===== src/rtl/video_pattern_pkg.sv =====
// Shared definitions for the colour-bar video source: bar ordering, per-bar RGB on/off flags
// and a helper that expands those flags into full-scale packed {R,G,B} components.
package video_pattern_pkg;

   localparam int NUM_BARS  = 8;
   localparam int MAX_PX_W  = 32;
   localparam int MAX_RGB_W = 3 * MAX_PX_W;

   typedef enum logic [2:0] {
      BAR_WHITE, BAR_YELLOW, BAR_CYAN, BAR_GREEN,
      BAR_MAGENTA, BAR_RED, BAR_BLUE, BAR_BLACK
   } bar_e;

   // Flags are {R,G,B}; a set flag means that component is at full scale.
   localparam logic [2:0] BAR_RGB_FLAGS [NUM_BARS] = '{
      3'b111, 3'b110, 3'b011, 3'b010, 3'b101, 3'b100, 3'b001, 3'b000
   };

   function automatic logic [MAX_RGB_W-1:0] pack_rgb(input logic [2:0] flags, input int px_w);
      logic [MAX_RGB_W-1:0] v;
      v = '0;
      for (int c = 0; c < 3; c++) begin
         for (int b = 0; b < MAX_PX_W; b++) begin
            if (b < px_w && flags[c]) v[c*px_w + b] = 1'b1;
         end
      end
      return v;
   endfunction

endpackage


===== src/rtl/axi4_stream_if.sv =====
// AXI4-Stream bundle carrying video beats (TUSER = start of frame, TLAST = end of line).
interface axi4_stream_if #(
   parameter int TDATA_WIDTH = 32
) ();
   logic                     tvalid;
   logic                     tready;
   logic [TDATA_WIDTH-1:0]   tdata;
   logic [TDATA_WIDTH/8-1:0] tstrb;
   logic [TDATA_WIDTH/8-1:0] tkeep;
   logic                     tuser;
   logic                     tlast;
   logic                     tid;
   logic                     tdest;

   modport master (
      output tvalid, tdata, tstrb, tkeep, tuser, tlast, tid, tdest,
      input  tready
   );

   modport slave (
      input  tvalid, tdata, tstrb, tkeep, tuser, tlast, tid, tdest,
      output tready
   );
endinterface


===== src/rtl/video_bar_color_lut.sv =====
// Combinational lookup from bar index (0..7) to the packed {R,G,B} colour of that bar.
module video_bar_color_lut
   import video_pattern_pkg::*;
#(
   parameter int PX_WIDTH = 10
) (
   input  logic [2:0]            i_bar,
   output logic [3*PX_WIDTH-1:0] o_rgb
);

   bar_e w_bar;

   assign w_bar = bar_e'(i_bar);
   assign o_rgb = (3*PX_WIDTH)'(pack_rgb(BAR_RGB_FLAGS[w_bar], PX_WIDTH));

endmodule


===== src/rtl/axi4_video_test_pattern_gen.sv =====
// Free-running 8-bar colour pattern source with raster pacing (active pixels then blanking slots).
// Define PATTERN_GEN_MOVING_BARS_EN to scroll the bars left by one pixel per frame.
module axi4_video_test_pattern_gen
   import video_pattern_pkg::*;
#(
   parameter int Y_ACTIVE    = 1080,
   parameter int Y_BLANKING  = 45,
   parameter int X_ACTIVE    = 1920,
   parameter int X_BLANKING  = 280,
   parameter int PX_WIDTH    = 10,
   parameter int TDATA_WIDTH = 32
) (
   input  logic          clk_i,
   input  logic          rst_i,
   axi4_stream_if.master video_o
);

   localparam int X_TOTAL = X_ACTIVE + X_BLANKING;
   localparam int Y_TOTAL = Y_ACTIVE + Y_BLANKING;
   localparam int XW      = $clog2(X_TOTAL + 1);
   localparam int YW      = $clog2(Y_TOTAL + 1);
   localparam int BAR_W   = (X_ACTIVE / NUM_BARS < 1) ? 1 : X_ACTIVE / NUM_BARS;
   localparam int RGB_W   = 3 * PX_WIDTH;

   localparam logic [XW-1:0] X_ACT_C    = XW'(X_ACTIVE);
   localparam logic [XW-1:0] X_LAST_ACT = XW'(X_ACTIVE - 1);
   localparam logic [XW-1:0] X_LAST     = XW'(X_TOTAL - 1);
   localparam logic [YW-1:0] Y_ACT_C    = YW'(Y_ACTIVE);
   localparam logic [YW-1:0] Y_LAST     = YW'(Y_TOTAL - 1);

   logic [XW-1:0]    r_x_cnt;
   logic [YW-1:0]    r_y_cnt;
   logic             w_active;
   logic             w_advance;
   logic             w_line_wrap;
   logic             w_frame_wrap;
   logic [XW-1:0]    w_x_pos;
   logic [31:0]      w_bar_idx;
   logic [2:0]       w_bar;
   logic [RGB_W-1:0] w_rgb;

   // Outputs are gated by reset so the stream goes quiet the instant reset is asserted.
   assign w_active     = !rst_i && (r_x_cnt < X_ACT_C) && (r_y_cnt < Y_ACT_C);
   assign w_advance    = !w_active || video_o.tready;
   assign w_line_wrap  = (r_x_cnt == X_LAST);
   assign w_frame_wrap = w_line_wrap && (r_y_cnt == Y_LAST);

   always_ff @(posedge clk_i or posedge rst_i) begin
      if (rst_i) begin
         r_x_cnt <= '0;
         r_y_cnt <= '0;
      end else if (w_advance) begin
         if (w_line_wrap) begin
            r_x_cnt <= '0;
            r_y_cnt <= w_frame_wrap ? '0 : r_y_cnt + 1'b1;
         end else begin
            r_x_cnt <= r_x_cnt + 1'b1;
         end
      end
   end

`ifdef PATTERN_GEN_MOVING_BARS_EN
   logic [XW-1:0] r_x_off;
   logic [XW:0]   w_x_sum;

   always_ff @(posedge clk_i or posedge rst_i) begin
      if (rst_i) begin
         r_x_off <= '0;
      end else if (w_advance && w_frame_wrap) begin
         r_x_off <= (r_x_off == X_LAST_ACT) ? '0 : r_x_off + 1'b1;
      end
   end

   // Both terms are below X_ACTIVE in the active region, so one conditional subtract is a full modulo.
   assign w_x_sum = {1'b0, r_x_cnt} + {1'b0, r_x_off};
   assign w_x_pos = (w_x_sum >= {1'b0, X_ACT_C}) ? XW'(w_x_sum - {1'b0, X_ACT_C}) : XW'(w_x_sum);
`else
   assign w_x_pos = r_x_cnt;
`endif

   assign w_bar_idx = 32'(w_x_pos) / 32'(BAR_W);
   assign w_bar     = (w_bar_idx > 32'd7) ? 3'd7 : w_bar_idx[2:0];

   video_bar_color_lut #(
      .PX_WIDTH (PX_WIDTH)
   ) u_lut (
      .i_bar (w_bar),
      .o_rgb (w_rgb)
   );

   assign video_o.tvalid = w_active;
   assign video_o.tdata  = w_active ? TDATA_WIDTH'(w_rgb) : '0;
   assign video_o.tuser  = w_active && (r_x_cnt == '0) && (r_y_cnt == '0);
   assign video_o.tlast  = w_active && (r_x_cnt == X_LAST_ACT);
   assign video_o.tstrb  = '1;
   assign video_o.tkeep  = '1;
   assign video_o.tid    = 1'b0;
   assign video_o.tdest  = 1'b0;

endmodule


===== src/flat_wrapper.sv =====
// flat-port wrapper written by rule: the top's interface ports become plain ports
module axi4_video_test_pattern_gen_flat import video_pattern_pkg::*;
#(
   parameter int Y_ACTIVE    = 1080,
   parameter int Y_BLANKING  = 45,
   parameter int X_ACTIVE    = 1920,
   parameter int X_BLANKING  = 280,
   parameter int PX_WIDTH    = 10,
   parameter int TDATA_WIDTH = 32
)
  (clk_i, rst_i, video_o_tvalid, video_o_tdata, video_o_tstrb, video_o_tkeep, video_o_tuser, video_o_tlast, video_o_tid, video_o_tdest, video_o_tready);
  axi4_stream_if #(.TDATA_WIDTH(TDATA_WIDTH)) video_o_i ();
  input  logic clk_i;
  input  logic rst_i;
  output wire logic [$bits(video_o_i.tvalid)-1:0] video_o_tvalid;
  output wire logic [$bits(video_o_i.tdata)-1:0] video_o_tdata;
  output wire logic [$bits(video_o_i.tstrb)-1:0] video_o_tstrb;
  output wire logic [$bits(video_o_i.tkeep)-1:0] video_o_tkeep;
  output wire logic [$bits(video_o_i.tuser)-1:0] video_o_tuser;
  output wire logic [$bits(video_o_i.tlast)-1:0] video_o_tlast;
  output wire logic [$bits(video_o_i.tid)-1:0] video_o_tid;
  output wire logic [$bits(video_o_i.tdest)-1:0] video_o_tdest;
  input wire logic [$bits(video_o_i.tready)-1:0] video_o_tready;
  assign video_o_tvalid = video_o_i.tvalid;
  assign video_o_tdata = video_o_i.tdata;
  assign video_o_tstrb = video_o_i.tstrb;
  assign video_o_tkeep = video_o_i.tkeep;
  assign video_o_tuser = video_o_i.tuser;
  assign video_o_tlast = video_o_i.tlast;
  assign video_o_tid = video_o_i.tid;
  assign video_o_tdest = video_o_i.tdest;
  assign video_o_i.tready = video_o_tready;
  axi4_video_test_pattern_gen #(.Y_ACTIVE(Y_ACTIVE), .Y_BLANKING(Y_BLANKING), .X_ACTIVE(X_ACTIVE), .X_BLANKING(X_BLANKING), .PX_WIDTH(PX_WIDTH), .TDATA_WIDTH(TDATA_WIDTH)) u_core (.clk_i(clk_i), .rst_i(rst_i), .video_o(video_o_i));
endmodule

===== config.mk =====
export PLATFORM = sky130hd
export DESIGN_NAME = axi4_video_test_pattern_gen_flat
export DESIGN_NICKNAME = d
export VERILOG_FILES = /design/src/rtl/video_pattern_pkg.sv /design/src/rtl/axi4_stream_if.sv /design/src/rtl/video_bar_color_lut.sv /design/src/rtl/axi4_video_test_pattern_gen.sv /design/src/flat_wrapper.sv
export SDC_FILE = /design/constraint.sdc
export NUM_CORES = 1
export LEC_CHECK = 0
export BUFFER_PORTS_ARGS = -buffer_cell sky130_fd_sc_hd__buf_2
export CORE_ASPECT_RATIO = 0.5
export CORE_MARGIN = 5
export CORE_UTILIZATION = 45
export DETAILED_ROUTE_END_ITERATION = 8
export GPL_TIMING_DRIVEN = 0
export PLACE_DENSITY = 0.76
export SLEW_MARGIN = 5
export SYNTH_ARGS = -nofsm -noshare
export SYNTH_HDL_FRONTEND = slang
export SYNTH_HIERARCHICAL = 1
export SYNTH_SLANG_ARGS = --single-unit

===== constraint.sdc =====
create_clock -name clk_i -period 3.4 [get_ports clk_i]
set_input_delay 0.17 -clock clk_i [delete_from_list [all_inputs] [get_ports clk_i]]
set_output_delay 0.17 -clock clk_i [all_outputs]
set_load 0.02 [all_outputs]

==> summary.txt <==
Placed design
  – DP Area: 2530 um^2
  – Post-DP HPWL: 3890 um
  – Placer congestion estimate: 0.875
  – IO buf count: 35
  – Post-Place Setup Slack: -5.95 ps

Clocking
  – # hold bufs at CTS: 0
  – Clock slew seen by the registers of the worst setup and hold paths: 80 ps
  – Root Buffer: clkbuf_8
  – CTS tree: built
  – H-tree depth: 1
  – Clock tree buffer depth: 2
  – Num CTS Buffers: 3
  – Sink Count: 23
  – Post CTS Setup Buffer Count: 0
  – Clk_lat worst skew: 260 ps

Final layout
  – Total Nets Final: 341
  – Design Area, Final: 2630 um^2
  – Commonest non-fill, non-tap cell in the layout: buf_4
  – Layout cells sized above 1: 30.4%
  – Most frequent cells in the layout: buf_4 (40), buf_2 (39), and2_1 (31), nand2_1 (23), dfrtp_1 (23)
  – Diode count: 0
  – P&R area growth vs syn: 17.6%

Die
  – # rows: 18
  – Die Ht: 59.8 um
  – Core area: 4860 um^2
  – Starting density of the core: 45.9%
  – Die footprint: 6560 um^2
  – # IOs: 48
  – Die Span X: 110 um

Synthesis
  – Synth area leaders: dfrtp_1 (26%), buf_4 (13%), and2_1 (8.7%), nand2_1 (3.9%), o21ai_0 (3.6%)
  – Post-synth top flop: dfrtp_1
  – Yosys Warn Count: 6
  – Synth top area share: 25.8%
  – Syn Std Cell Area: 2230 um^2
  – EDFF count, synth: 0
  – Post-synth ARST share: 100%
  – Syn_area_per_cell: 7.87 um^2
  – Sequential cell area fraction in the yosys report: 25.8%
  – Synth Register Bits: 23
  – Synth Instances: 284
  – Yosys top cell by area: dfrtp_1
  – Synth cell types: 54

Global routing
  – Largest net degree at the start of global routing: 24
  – GRT Total Usage: 15.2%
  – GR Overflow Total: 0
  – First-pass GRT wire length: 8150 um
  – Antenna violations before repair: 0
  – Vias in the first global route: 1847

Setup path
  – Critical-path cell list: buf_6, nand3_2, inv_4, ha_4, nand4b_1, mux2i_1, or2_4, a31oi_1, or4_1, nand4_1, inv_2, buf_4, and2_1, buf_2
  – Critical Path RT: 3230 ps
  – Worst Path Arrival: 3070 ps
  – Critical path class: flop to output pin
  – Slowest Stage Delay on Critical Path: 560 ps
  – Crit-path max FO: 10
  – Crit-path slowest cell: or4_1
  – Reg2reg path depth: 6
  – Critical path launch point type: flop
  – CP endpoint kind: output pin

Routing
  – Total Wirelength: 5090 um
  – Vias: 2046
  – Pre-antenna DRT Iters: 4
  – WL/cell: 12.7 um
  – Antenna viol nets, final: 0
  – Drt first-iter violations: 96
  – Vias per cell: 5.09
  – DRC: 0

Power and ir drop
  – Leak: 0.00129 uW
  – Power per Cell Area: 557 nW/um^2
  – Worst vdd ir: 0.222 mV
  – Total power: 1460 uW

Timing
  – Fin crit share: 95.3%
  – Worst Max-Slew Pin Slew: 895 ps
  – Slew HR: 40.3%
  – RSZ-0062 raised after global routing: no
  – Tmin final: 3240 ps
  – Setup TNS: 0 ps
  – Max Clk Rate: 309 MHz
  – Setup violators final: 0
  – Slew Limit Fails: 0
  – Clk_skew: 6.52 ps
  – Final worst setup slack: 160 ps
  – Final hold violations: 0

Outcome
  – Status: completed

Flow run
  – Max-cap violations: 0

Worst hold path
  – Worst hold path type: input port to asynchronous set/reset pin
## per-stage QoR
stage	cells	hold slack (ps)	utilization (%)
5_1_grt	402	225	54.0
4_1_cts	403	148	53.5
3_5_place_dp	399	443	52.1
6_report	402	131	54.0
3_3_place_gp	399	423	52.1
2_1_floorplan	294	172	-
## routing by layer
metal / up-vias / wire (um) / track usage (%)
met2: 72 / 2430 / 28.7
met4: 0 / 33 / 4.44
met1: 950 / 2260 / 18.7
met3: 2 / 363 / 1.19
li1: 1022 / - / -
met5: - / 0 / 0
## path summary, 6_finish.rpt
| path | startpoint | endpoint | slack (ps) |
|---|---|---|---|
| worst max-delay path | u_core/r_x_cnt[9] | video_o_tdata[4] | 160 |
| worst min-delay path | rst_i | u_core/r_y_cnt[10] | 130 |
| worst max register to register | u_core/r_y_cnt[7] | u_core/r_x_cnt[11] | 880 |
| worst min register to register | u_core/r_y_cnt[8] | u_core/r_y_cnt[8] | 500 |
| max in group asynchronous | rst_i | u_core/r_x_cnt[7] | 2720 |
| min in group clk_i | video_o_tready | u_core/r_x_cnt[0] | 300 |
## power by group
part           internal [uW]  switching [uW]  leakage (uW)
Sequential               343            92.5      0.000290
Clock                   81.7            84.6     0.0000255
Combinational            379             483      0.000973
Total                    803             660       0.00129
## final cells by class
class                           instances  area (um^2)
Sequential cell                        23          576
Buffer                                 52          359
Tap cell                               70         87.6
Multi-Input combinational cell        204         1330
Fill cell                             452         2240
Clock inverter                          1         5.00
Inverter                               14         55.1
Timing Repair Buffer                   35          175
Clock buffer                            3         41.3
## timing repair
| action | in CTS | in global routing |
|---|---|---|
| setup endpoints to repair | 10 | 19 |
| endpoints found under the hold margin | 0 | 0 |
| gates resized for setup | 9 | 8 |
## worst max-delay path, delay by kind of cell (launching register included)
| kind | cells | cell delay (ps) |
|---|---|---|
| AND/OR/NAND/NOR | 6 | 1280 |
| buffers and inverters | 5 | 650 |
| flip-flops | 1 | 360 |
| adder cells (fa/ha/maj) | 1 | 200 |
| multiplexers | 1 | 200 |
| AO/OA/AOI/OAI | 1 | 130 |
## cells in the mapped netlist (all sizes together), types with 3 or more instances
cell type,instances
clkbuf,8
dfrtp,23
ha,5
nor4,5
o31ai,5
inv,14
xnor2,7
a21oi,4
o21ai,16
a2111oi,3
xor2,7
and4,3
and2,32
nor3,3
nand3,7
a31oi,5
buf,45
nand2b,4
nand2,23
nor2b,5
nand4,6
mux2i,3
nor2,17
## sequential cells by signal (all words and copies together) (netlist names)
signal / flops
u_core/r_x_cnt: 12
u_core/r_y_cnt: 11
## logic make-up (layout without fill, tap and decap cells)
family / Yosys count / after routing / share of synthesized area [%]
and+or+nand+nor: 122 / 122 / 30.9
buffers and inverters: 67 / 105 / 18.1
AOI/OAI and AO/OA: 47 / 47 / 14.8
DFF: 23 / 23 / 25.8
xor gates and xnor gates: 14 / 14 / 5.49
adders and majority gates: 5 / 5 / 2.80
muxes: 4 / 4 / 1.85
other: 2 / 12 / 0.336
(Power assumes the default switching activity.)
